==> config.mk <==
export PLATFORM = sky130hd
export DESIGN_NAME = ecp5_pll_phase_ctrl
export DESIGN_NICKNAME = d
export VERILOG_FILES = /design/src/rtl/ecp5_pll_phase_ctrl.sv
export SDC_FILE = /design/constraint.sdc
export NUM_CORES = 1
export LEC_CHECK = 0
export ABC_AREA = 1
export CAP_MARGIN = 20
export CORE_MARGIN = 2
export CORE_UTILIZATION = 48
export CTS_CLUSTER_SIZE = 10
export DETAILED_ROUTE_END_ITERATION = 7
export DONT_BUFFER_PORTS = 1
export GPL_ROUTABILITY_DRIVEN = 0
export PLACE_DENSITY = 0.68
export SLEW_MARGIN = 5
export SYNTH_ARGS = -nofsm -noshare
export SYNTH_HDL_FRONTEND = slang
export SYNTH_SLANG_ARGS = --single-unit
==> constraint.sdc <==
create_clock -name clk -period 6.09 [get_ports clk]
set_input_delay 1.827 -clock clk [delete_from_list [all_inputs] [get_ports clk]]
set_output_delay 1.827 -clock clk [all_outputs]
set_load 0.005 [all_outputs]
==> src/rtl/ecp5_pll_phase_ctrl.sv <==
// rtl/ecp5_pll_phase_ctrl.sv - ECP5 EHXPLLL reset/lock sequencer and dynamic phase-step controller
// Optional LOAD state (PHASELOADREG pulse) enabled by defining PLL_PHASE_LOADREG_EN.
module ecp5_pll_phase_ctrl #(
    parameter int RST_CYCLES    = 16,
    parameter int LOCK_STABLE   = 1024,
    parameter int LOCK_TIMEOUT  = 65536,
    parameter int SETUP_CYCLES  = 2,
    parameter int STEP_HI       = 4,
    parameter int STEP_LO       = 4,
    parameter int SETTLE_CYCLES = 64,
    parameter int CNT_W         = 8
) (
    input  logic             clk,
    input  logic             rst_n,
    input  logic             pll_lock,
    input  logic             req_valid,
    output logic             req_ready,
    input  logic [1:0]       req_sel,
    input  logic             req_dir,
    input  logic [CNT_W-1:0] req_count,
    output logic             pll_rst,
    output logic [1:0]       phasesel,
    output logic             phasedir,
    output logic             phasestep,
    output logic             phaseloadreg,
    output logic             locked,
    output logic             busy,
    output logic             done,
    output logic             abort
);

    localparam int CMAX_A = (RST_CYCLES > LOCK_TIMEOUT) ? RST_CYCLES : LOCK_TIMEOUT;
    localparam int CMAX_B = (SETUP_CYCLES > SETTLE_CYCLES) ? SETUP_CYCLES : SETTLE_CYCLES;
    localparam int CMAX_C = (STEP_HI > STEP_LO) ? STEP_HI : STEP_LO;
    localparam int CMAX_D = (CMAX_A > CMAX_B) ? CMAX_A : CMAX_B;
    localparam int CMAX   = (CMAX_D > CMAX_C) ? CMAX_D : CMAX_C;
    localparam int CW     = $clog2(CMAX + 1);
    localparam int SW     = $clog2(LOCK_STABLE + 1);

    typedef enum logic [2:0] {
        S_PLL_RST   = 3'd0,
        S_WAIT_LOCK = 3'd1,
        S_IDLE      = 3'd2,
        S_SETUP     = 3'd3,
        S_STEP_HI   = 3'd4,
        S_STEP_LO   = 3'd5,
`ifdef PLL_PHASE_LOADREG_EN
        S_LOAD      = 3'd6,
`endif
        S_SETTLE    = 3'd7
    } state_t;

    state_t           state, state_n;
    logic [CW-1:0]    cnt, cnt_n;
    logic [SW-1:0]    stab, stab_n;
    logic [CNT_W-1:0] rem, rem_n;
    logic [1:0]       sel_q, sel_n;
    logic             dir_q, dir_n;
    logic [1:0]       sync_q;
    logic             lk;
    logic             active;

    // PLL LOCK is asynchronous to clk
    always_ff @(posedge clk or negedge rst_n) begin
        if (!rst_n) begin
            sync_q <= 2'b00;
        end else begin
            sync_q <= {sync_q[0], pll_lock};
        end
    end

    assign lk = sync_q[1];

    always_ff @(posedge clk or negedge rst_n) begin
        if (!rst_n) begin
            state <= S_PLL_RST;
            cnt   <= '0;
            stab  <= '0;
            rem   <= '0;
            sel_q <= 2'b00;
            dir_q <= 1'b0;
        end else begin
            state <= state_n;
            cnt   <= cnt_n;
            stab  <= stab_n;
            rem   <= rem_n;
            sel_q <= sel_n;
            dir_q <= dir_n;
        end
    end

    assign active = (state != S_PLL_RST) && (state != S_WAIT_LOCK);

    always_comb begin
        state_n = state;
        cnt_n   = cnt;
        stab_n  = stab;
        rem_n   = rem;
        sel_n   = sel_q;
        dir_n   = dir_q;
        done    = 1'b0;
        abort   = 1'b0;
        // Lock loss outranks any accept or completion in the same cycle
        if (active && !lk) begin
            abort   = 1'b1;
            state_n = S_WAIT_LOCK;
            cnt_n   = '0;
            stab_n  = '0;
        end else begin
            case (state)
                S_PLL_RST: begin
                    if (cnt == CW'(RST_CYCLES - 1)) begin
                        state_n = S_WAIT_LOCK;
                        cnt_n   = '0;
                        stab_n  = '0;
                    end else begin
                        cnt_n = cnt + CW'(1);
                    end
                end
                S_WAIT_LOCK: begin
                    stab_n = lk ? stab + SW'(1) : '0;
                    if (lk && (stab == SW'(LOCK_STABLE - 1))) begin
                        state_n = S_IDLE;
                        cnt_n   = '0;
                        stab_n  = '0;
                    end else if (cnt == CW'(LOCK_TIMEOUT - 1)) begin
                        state_n = S_PLL_RST;
                        cnt_n   = '0;
                        stab_n  = '0;
                    end else begin
                        cnt_n = cnt + CW'(1);
                    end
                end
                S_IDLE: begin
                    if (req_valid) begin
                        sel_n   = req_sel;
                        dir_n   = req_dir;
                        rem_n   = req_count;
                        cnt_n   = '0;
                        state_n = (req_count == '0) ? S_SETTLE : S_SETUP;
                    end
                end
                S_SETUP: begin
                    if (cnt == CW'(SETUP_CYCLES - 1)) begin
                        state_n = S_STEP_HI;
                        cnt_n   = '0;
                    end else begin
                        cnt_n = cnt + CW'(1);
                    end
                end
                S_STEP_HI: begin
                    if (cnt == CW'(STEP_HI - 1)) begin
                        state_n = S_STEP_LO;
                        cnt_n   = '0;
                    end else begin
                        cnt_n = cnt + CW'(1);
                    end
                end
                S_STEP_LO: begin
                    if (cnt == CW'(STEP_LO - 1)) begin
                        cnt_n = '0;
                        rem_n = rem - CNT_W'(1);
                        if (rem == CNT_W'(1)) begin
`ifdef PLL_PHASE_LOADREG_EN
                            state_n = S_LOAD;
`else
                            state_n = S_SETTLE;
`endif
                        end else begin
                            state_n = S_STEP_HI;
                        end
                    end else begin
                        cnt_n = cnt + CW'(1);
                    end
                end
`ifdef PLL_PHASE_LOADREG_EN
                S_LOAD: begin
                    state_n = S_SETTLE;
                    cnt_n   = '0;
                end
`endif
                S_SETTLE: begin
                    if (cnt == CW'(SETTLE_CYCLES - 1)) begin
                        done    = 1'b1;
                        state_n = S_IDLE;
                        cnt_n   = '0;
                    end else begin
                        cnt_n = cnt + CW'(1);
                    end
                end
                default: begin
                    state_n = S_PLL_RST;
                    cnt_n   = '0;
                    stab_n  = '0;
                end
            endcase
        end
    end

    // Gating by lk makes the abort cycle look like WAIT_LOCK on every other output
    assign pll_rst   = (state == S_PLL_RST);
    assign req_ready = (state == S_IDLE) && lk;
    assign locked    = active && lk;
    assign busy      = active && (state != S_IDLE) && lk;
    assign phasestep = (state == S_STEP_HI) && lk;
    assign phasesel  = sel_q;
    assign phasedir  = dir_q;
`ifdef PLL_PHASE_LOADREG_EN
    assign phaseloadreg = (state == S_LOAD) && lk;
`else
    assign phaseloadreg = 1'b0;
`endif

endmodule
==> results of run 1 <==
-- kinds of logic (layout without fill, tap and decap cells) --
| family | Yosys count | in the layout |
|---|---|---|
| AOI/OAI and AO/OA | 62 | 62 |
| and+or+nand+nor | 208 | 208 |
| other | 1 | 1 |
| xor gates and xnor gates | 13 | 13 |
| muxes | 3 | 3 |
| adders and majority gates | 7 | 7 |
| DFF | 44 | 44 |
| buffers and inverters | 59 | 59 |
-- registers in the layout, summed over array words and instances, names as in the netlist --
register  count
stab         11
rem           8
phasedir      1
cnt          17
state         3
phasesel      2
sync_q        2
-- report_power, final --
| group | switching [mW] | internal, mW |
|---|---|---|
| clock network | 0.100 | 0.0777 |
| registers | 0.000382 | 0.293 |
| logic | 0.00219 | 0.00118 |
| total | 0.103 | 0.372 |
-- area by class of cell --
type / instances / area [µm²] / share of cell area (%)
inverters: 52 / 198 / 6.40
well taps: 75 / 93.8 / 3.04
flip-flops and latches: 44 / 1100 / 35.6
multi-input cells: 294 / 1620 / 52.3
clock inverters: 2 / 12.5 / 0.405
clock buffers: 5 / 68.8 / 2.23
-- layout by cell type (no fill, tap or decap), types with 2 or more instances in the layout --
cell type	netlist	layout
ha_1	7	7
o22ai_1	3	3
o211ai_1	2	2
clkinv_1	2	2
xor2_1	9	9
dfrtp_1	44	44
nand3_1	37	37
a21oi_1	9	9
nor2_4	3	3
o21ai_1	2	2
nand4_1	6	6
nor2_2	7	7
inv_2	4	4
o21a_1	3	3
nand2_2	6	6
nor3_1	9	9
mux2_2	3	3
o21ai_2	11	11
inv_1	45	45
clkbuf_8	0	5
nand2_1	85	85
nor2_1	46	46
xnor2_1	4	4
nand2_4	3	3
o21ai_0	23	23
a22oi_1	3	3
-- worst max-delay path, stage by stage, from the launching register on --
cell     delay, ps
dfrtp_1        410
ha_1           220
nand3_1        130
inv_1          130
nand3_1        120
nor4_1         420
-- worst max-delay path by stage --
stage | slack (ps) | start | depth (start not counted) | to
after global routing | 2440 | cnt[0] | 5 | done
final | 2550 | cnt[0] | 5 | done
after detailed placement | 2840 | cnt[0] | 5 | done
after global placement | 2870 | cnt[0] | 5 | done
after floorplan | 3040 | cnt[0] | 5 | done
after CTS | 2510 | cnt[0] | 5 | done
-- metrics by stage --
stage / power (mW) / utilization, % / cell area (µm²) / setup slack, ps / hold WS [ps]
floorplan: 0.302 / - / 2980 / 3040 / 331
global placement: 0.302 / 50.5 / 3010 / 2870 / 337
detailed placement: 0.302 / 50.5 / 3010 / 2840 / 343
CTS: 0.479 / 51.9 / 3090 / 2510 / 372
global route: 0.492 / 51.9 / 3090 / 2440 / 383
finish: 0.474 / 51.9 / 3090 / 2550 / 365
-- metal layers --
metal | share of wire, % | global-route usage, %
met5 | 0 | 0
met4 | 1.2 | 4.92
met3 | 5.8 | 3.98
met2 | 46 | 31.2
met1 | 47 | 24.9
==> summary.txt, run 1 <==
Clock tree
  – Post-CTS sizing: 0
  – H-tree depth: 2
  – Hold_buf cts: 0
  – Worst-path clk slew: approximately 80 ps
  – Clk sinks: 44
  – Post-CTS setup buffer count: 0
  – CTS Buf Count: 5
  – CTS root buf: clkbuf_8
  – Clock Path Buffers: 2
  – CTS tree: built
  – Clock latency on the worst-skew pair: around 300 ps

Flow run
  – Max_cap viols: 0

Floorplan
  – # IOs: 26
  – Die width: between 80 and 90 µm
  – Core Box Area: slightly below 0.006 mm²
  – Die Footprint: around 0.0069 mm²
  – Row count: 28
  – Die height: 82.8 µm
  – Effective utilization at floorplan: about 50%

Setup path
  – Worst Setup Start Kind: flip-flop
  – Reg-to-Reg Start: cnt[0]
  – Worst reg2reg path depth: 14
  – Worst reg2reg setup slack: 3540 ps
  – Worst EP arrival: approximately 1700 ps
  – Crit path kind: flip-flop to output port
  – Crit end category: output port
  – Req. time, crit path: between 4000 and 5000 ps
  – Reg2reg end: stab[7]
  – CP Max Fanout: 5

Yosys
  – Cells after synthesis: 397
  – Mapped cell area: between 0.002 and 0.003 mm²
  – Yosys top cell by area: dfrtp_1
  – Ranking of synthesized cells by area: dfrtp_1, nand2_1, nand3_1, nor2_1, inv_1
  – Net Count, Synth: between 400 and 500
  – Mux cell area share after synthesis: ~1.1%
  – Ys Warns: 0
  – Synth unique cells: between 40 and 50
  – Synth top cells by count: nand2_1, nor2_1, inv_1
  – Most numerous cell in the Yosys netlist: nand2_1
  – Avg Cell Area, Syn: 7.52 µm²
  – Post-synth ARST share: 100%
  – Number of enable flip-flop cells after synthesis: 0
  – Sequential cell area fraction in the yosys report: between 30 and 40%
  – Seq cells post-synth: between 40 and 50
  – Main combinational cell family by area after synthesis: simple AND/OR/NAND/NOR gates
  – Post-Synth Adder-Cell Area: between 2 and 3%
  – Compound-Gate Fraction of Synth Area: around an eighth
  – Yosys top cell area share: between 30% and 40%
  – Top FF cell, synth: dfrtp_1
  – Simple-gate area share of the yosys netlist: about 33%
  – Synth Area in XOR/XNOR: between 3 and 4%

Worst hold path
  – Min-delay src: sync_q[0]
  – Hold depth: 0
  – Hold worst-path end: sync_q[1]
  – HP Class: flip-flop to flip-flop

STA
  – Headroom to the max-slew limit: 65.5%
  – Final period util: approximately three fifths
  – Slew Limit Fails: 0
  – Highest Clock Rate: 0.282 GHz
  – RSZ-0062 raised after global routing: no
  – Post-route setup TNS: 0 ps
  – Fin. Hold Viols: 0
  – Setup violators final: 0
  – Min Tclk post-route: around 3500 ps
  – Slew @ Worst Pin: just over 500 ps
  – Skew final: 8.72 ps

GRT
  – Largest net degree at the start of global routing: 45
  – First-pass GRT wire length: roughly 11000 µm
  – Remaining Overflow, GRT: 0
  – Global Route Usage Sum: between 10% and 20%
  – Initial antenna violation count: 0
  – Vias in the first global route: approximately 2400

Drt
  – DR DRC count: 0
  – Vias per cell: 5.28
  – Antenna-violating nets left: 0
  – Routed wire length: around 6000 µm
  – Initial DRC count: around 130
  – First-pass DRT Iterations: 4
  – DR vias: 2490
  – Drt wl/cell: between 10 and 15 µm

Placed design
  – HPWL after DPL: around 4500 µm
  – IO buf count: 0
  – Placed Cells: ~470

Final layout
  – Fill cell count: 578
  – Nets: approximately 420
  – Ratio of cells with drive above 1 in the final layout: between 10% and 20%
  – Finished Layout Cells: roughly 470
  – # diodes: 0
  – Synth-to-layout area growth: 3.52%

Power and ir drop
  – Cell Pwr Density: 154 mW/mm²
  – VDD IR max: about 0.00009 V
  – Leak: between 1 and 1.5 nW

Outcome
  – Status: finished, final reports clean
Note: power is estimated with default switching activity, not from simulation.
==> run 2: changes to the inputs <==
Settings changed: PLACE_DENSITY 0.68 to 0.7.
Clock period 6.09 ns to 3.1 ns, I/O delays scaled along.
==> run 2 against run 1 <==
  * Setup slack got worse by 2100 ps
  * Clock power up 150%
  * Sequential power rose by 97%
  * Hold slack got worse by 50 ps
  * Power up 120%
  * Routed wire length is 0.44% higher
  * Core utilization grew 0.50 points
  * Final cell count increased by 0.21%
  * Global-route usage fell by 0.36 points
  * Clock skew shrank 3.2 ps
  * Non-clock buffer count unchanged
  * Largest cell class unchanged
==> summary.txt, run 2 (same netlist as run 1, synthesis figures left out) <==
Outcome
  – Status: finished, final reports clean

Setup path
  – Worst Setup Start Kind: flip-flop
  – Crit path top cell by count: nand3_1
  – Crit path largest cell delay: 450 ps (+30 ps)
  – CP Max Fanout: 5 (unchanged)
  – Crit path kind: flip-flop to output port
  – Worst path cell trace: ha_1 -> nand3_1 -> inv_1 -> nand3_1 -> nor4_1
  – Req. time, crit path: 2170 ps (-2090 ps)
  – Crit end category: output port
  – Worst EP arrival: 1750 ps (+30 ps)
  – Slowest cell on the critical path: nor4_1

Clock tree
  – CTS Buf Count: 5 (unchanged)
  – Post-CTS sizing: 0 (unchanged)
  – Post-CTS setup buffer count: 0 (unchanged)
  – Worst-path clk slew: 90 ps (about the same)
  – CTS tree: built
  – Clk sinks: 44 (unchanged)
  – Hold_buf cts: 0 (unchanged)
  – H-tree depth: 2 (unchanged)
  – Clock latency on the worst-skew pair: 300 ps (about the same)
  – Clock Path Buffers: 2 (unchanged)
  – CTS root buf: clkbuf_8

Drt
  – Routed wire length: 6110 µm (+0.44%)
  – DR DRC count: 0 (unchanged)
  – Antenna-violating nets left: 0 (unchanged)
  – First-pass DRT Iterations: 5 (+1)
  – DR vias: 2540 (+2.0%)
  – Drt wl/cell: 12.9 µm (+0.23%)
  – Initial DRC count: 180 (+44%)
  – Vias per cell: 5.37 (+1.8%)

Flow run
  – Max_cap viols: 0 (unchanged)

STA
  – Fin. Hold Viols: 0 (unchanged)
  – Min Tclk post-route: between 2000 and 3000 ps
  – Slew @ Worst Pin: 500 ps (-17.6 ps)
  – Slew Limit Fails: 0 (unchanged)
  – Setup violators final: 0 (unchanged)
  – Post-route setup TNS: 0 ps (unchanged)
  – Highest Clock Rate: ~0.37 GHz
  – Skew final: 5.47 ps (-3.25 ps)
  – Final period util: roughly 87%
  – Headroom to the max-slew limit: 66.6% (+1.2 points)
  – RSZ-0062 raised after global routing: no
  – Worst setup margin: 418 ps (-2130 ps)

Final layout
  – Nets: 419 (unchanged)
  – Reg with most FFs: cnt
  – # diodes: 0 (unchanged)
  – Fill cell count: 575 (-0.52%)
  – Commonest non-fill, non-tap cells in the layout: nand2_1, nor2_1, inv_1, dfrtp_1, nand3_1
  – Multi-input combinational cell area: 0.00162 mm² (unchanged)
  – FF/Latch Area: 0.00110 mm² (unchanged)
  – Commonest non-fill, non-tap cell in the layout: nand2_1
  – Regs by FF count: cnt x17, stab x11, rem x8
  – Ratio of cells with drive above 1 in the final layout: 13.1% (+0.22 points)
  – Synth-to-layout area growth: 4.53%
  – Largest register FFs: 17 (unchanged)

Floorplan
  – # IOs: 26 (unchanged)
  – Row count: 28 (unchanged)
  – Die width: 82.8 µm (unchanged)
  – Effective utilization at floorplan: 50.1% (unchanged)
  – Core Box Area: 0.00596 mm² (unchanged)
  – Die Footprint: 0.00686 mm² (unchanged)
  – Die height: 82.8 µm (unchanged)

GRT
  – Largest net degree at the start of global routing: 45 (unchanged)
  – Remaining Overflow, GRT: 0 (unchanged)
  – Initial antenna violation count: 0 (unchanged)
  – First-pass GRT wire length: 10500 µm (-2.7%)
  – Vias in the first global route: 2347 (-1.6%)
  – Global Route Usage Sum: 18.4% (-0.36 points)

Worst hold path
  – HP Class: input port to async pin

Power and ir drop
  – Cell Pwr Density: 328 mW/mm² (+110%)
  – Leak: 1.47 nW (+0.97%)
  – VDD IR max: 0.000236 V (+160%)

Placed design
  – IO buf count: 0 (unchanged)
  – HPWL after DPL: 4550 µm (+0.55%)
  – Pre-CTS setup slack: 663 ps (-2170 ps)
-- run 2: worst max-delay path, delay by kind of cell (launching register included) --
| kind | cells | cell delay, ps |
|---|---|---|
| buffers and inverters | 1 | 130 |
| AND/OR/NAND/NOR | 3 | 690 |
| adder cells (fa/ha/maj) | 1 | 220 |
| flip-flops | 1 | 410 |
-- run 2: per-stage QoR --
step	cell area [µm²]	utilization (%)	instances	power, mW	hold WS (ps)
detailed placement	3010	50.5	465	0.594	336
global route	3120	52.4	473	1.06	293
floorplan	2980	-	397	0.593	331
CTS	3120	52.4	473	1.04	305
finish	3120	52.4	473	1.02	315
global placement	3010	50.5	465	0.594	334
-- run 2: final cells by class --
class | count | share of cell area (%)
sequential | 44 | 35.3
multi-input combinational | 294 | 51.8
clock buffer | 5 | 2.21
tap | 75 | 3.01
clock inverter | 3 | 1.36
inverter | 52 | 6.34
-- run 2: routing by layer --
metal  track usage [%]  wire, µm  share of wire (%)  vias to the layer above
li1                  -         -                  -                     1291
met1              25.3      2920                 48                     1169
met2              28.9      2760                 45                       70
met3              3.48       323                5.3                       10
met4              6.71       112                1.8                        0
met5                 0         0                  0                        -
-- run 2: path summary, 6_finish.rpt --
path	to	cells past startpoint	slack [ps]	start
min in group clk	sync_q[1]	0	360	sync_q[0]
setup / recovery	done	5	420	cnt[0]
max in group asynchronous	stab[4]	0	2700	rst_n
hold / removal	stab[10]	0	320	rst_n
hold reg to reg	sync_q[1]	0	360	sync_q[0]
setup reg to reg	cnt[15]	14	670	cnt[0]
-- run 2: power breakdown --
part / leakage [nW] / internal (mW) / total, mW / switching [mW]
registers: 0.554 / 0.575 / 0.576 / 0.000802
clock network: 0.0541 / 0.238 / 0.441 / 0.203
logic: 0.857 / 0.00231 / 0.00653 / 0.00422
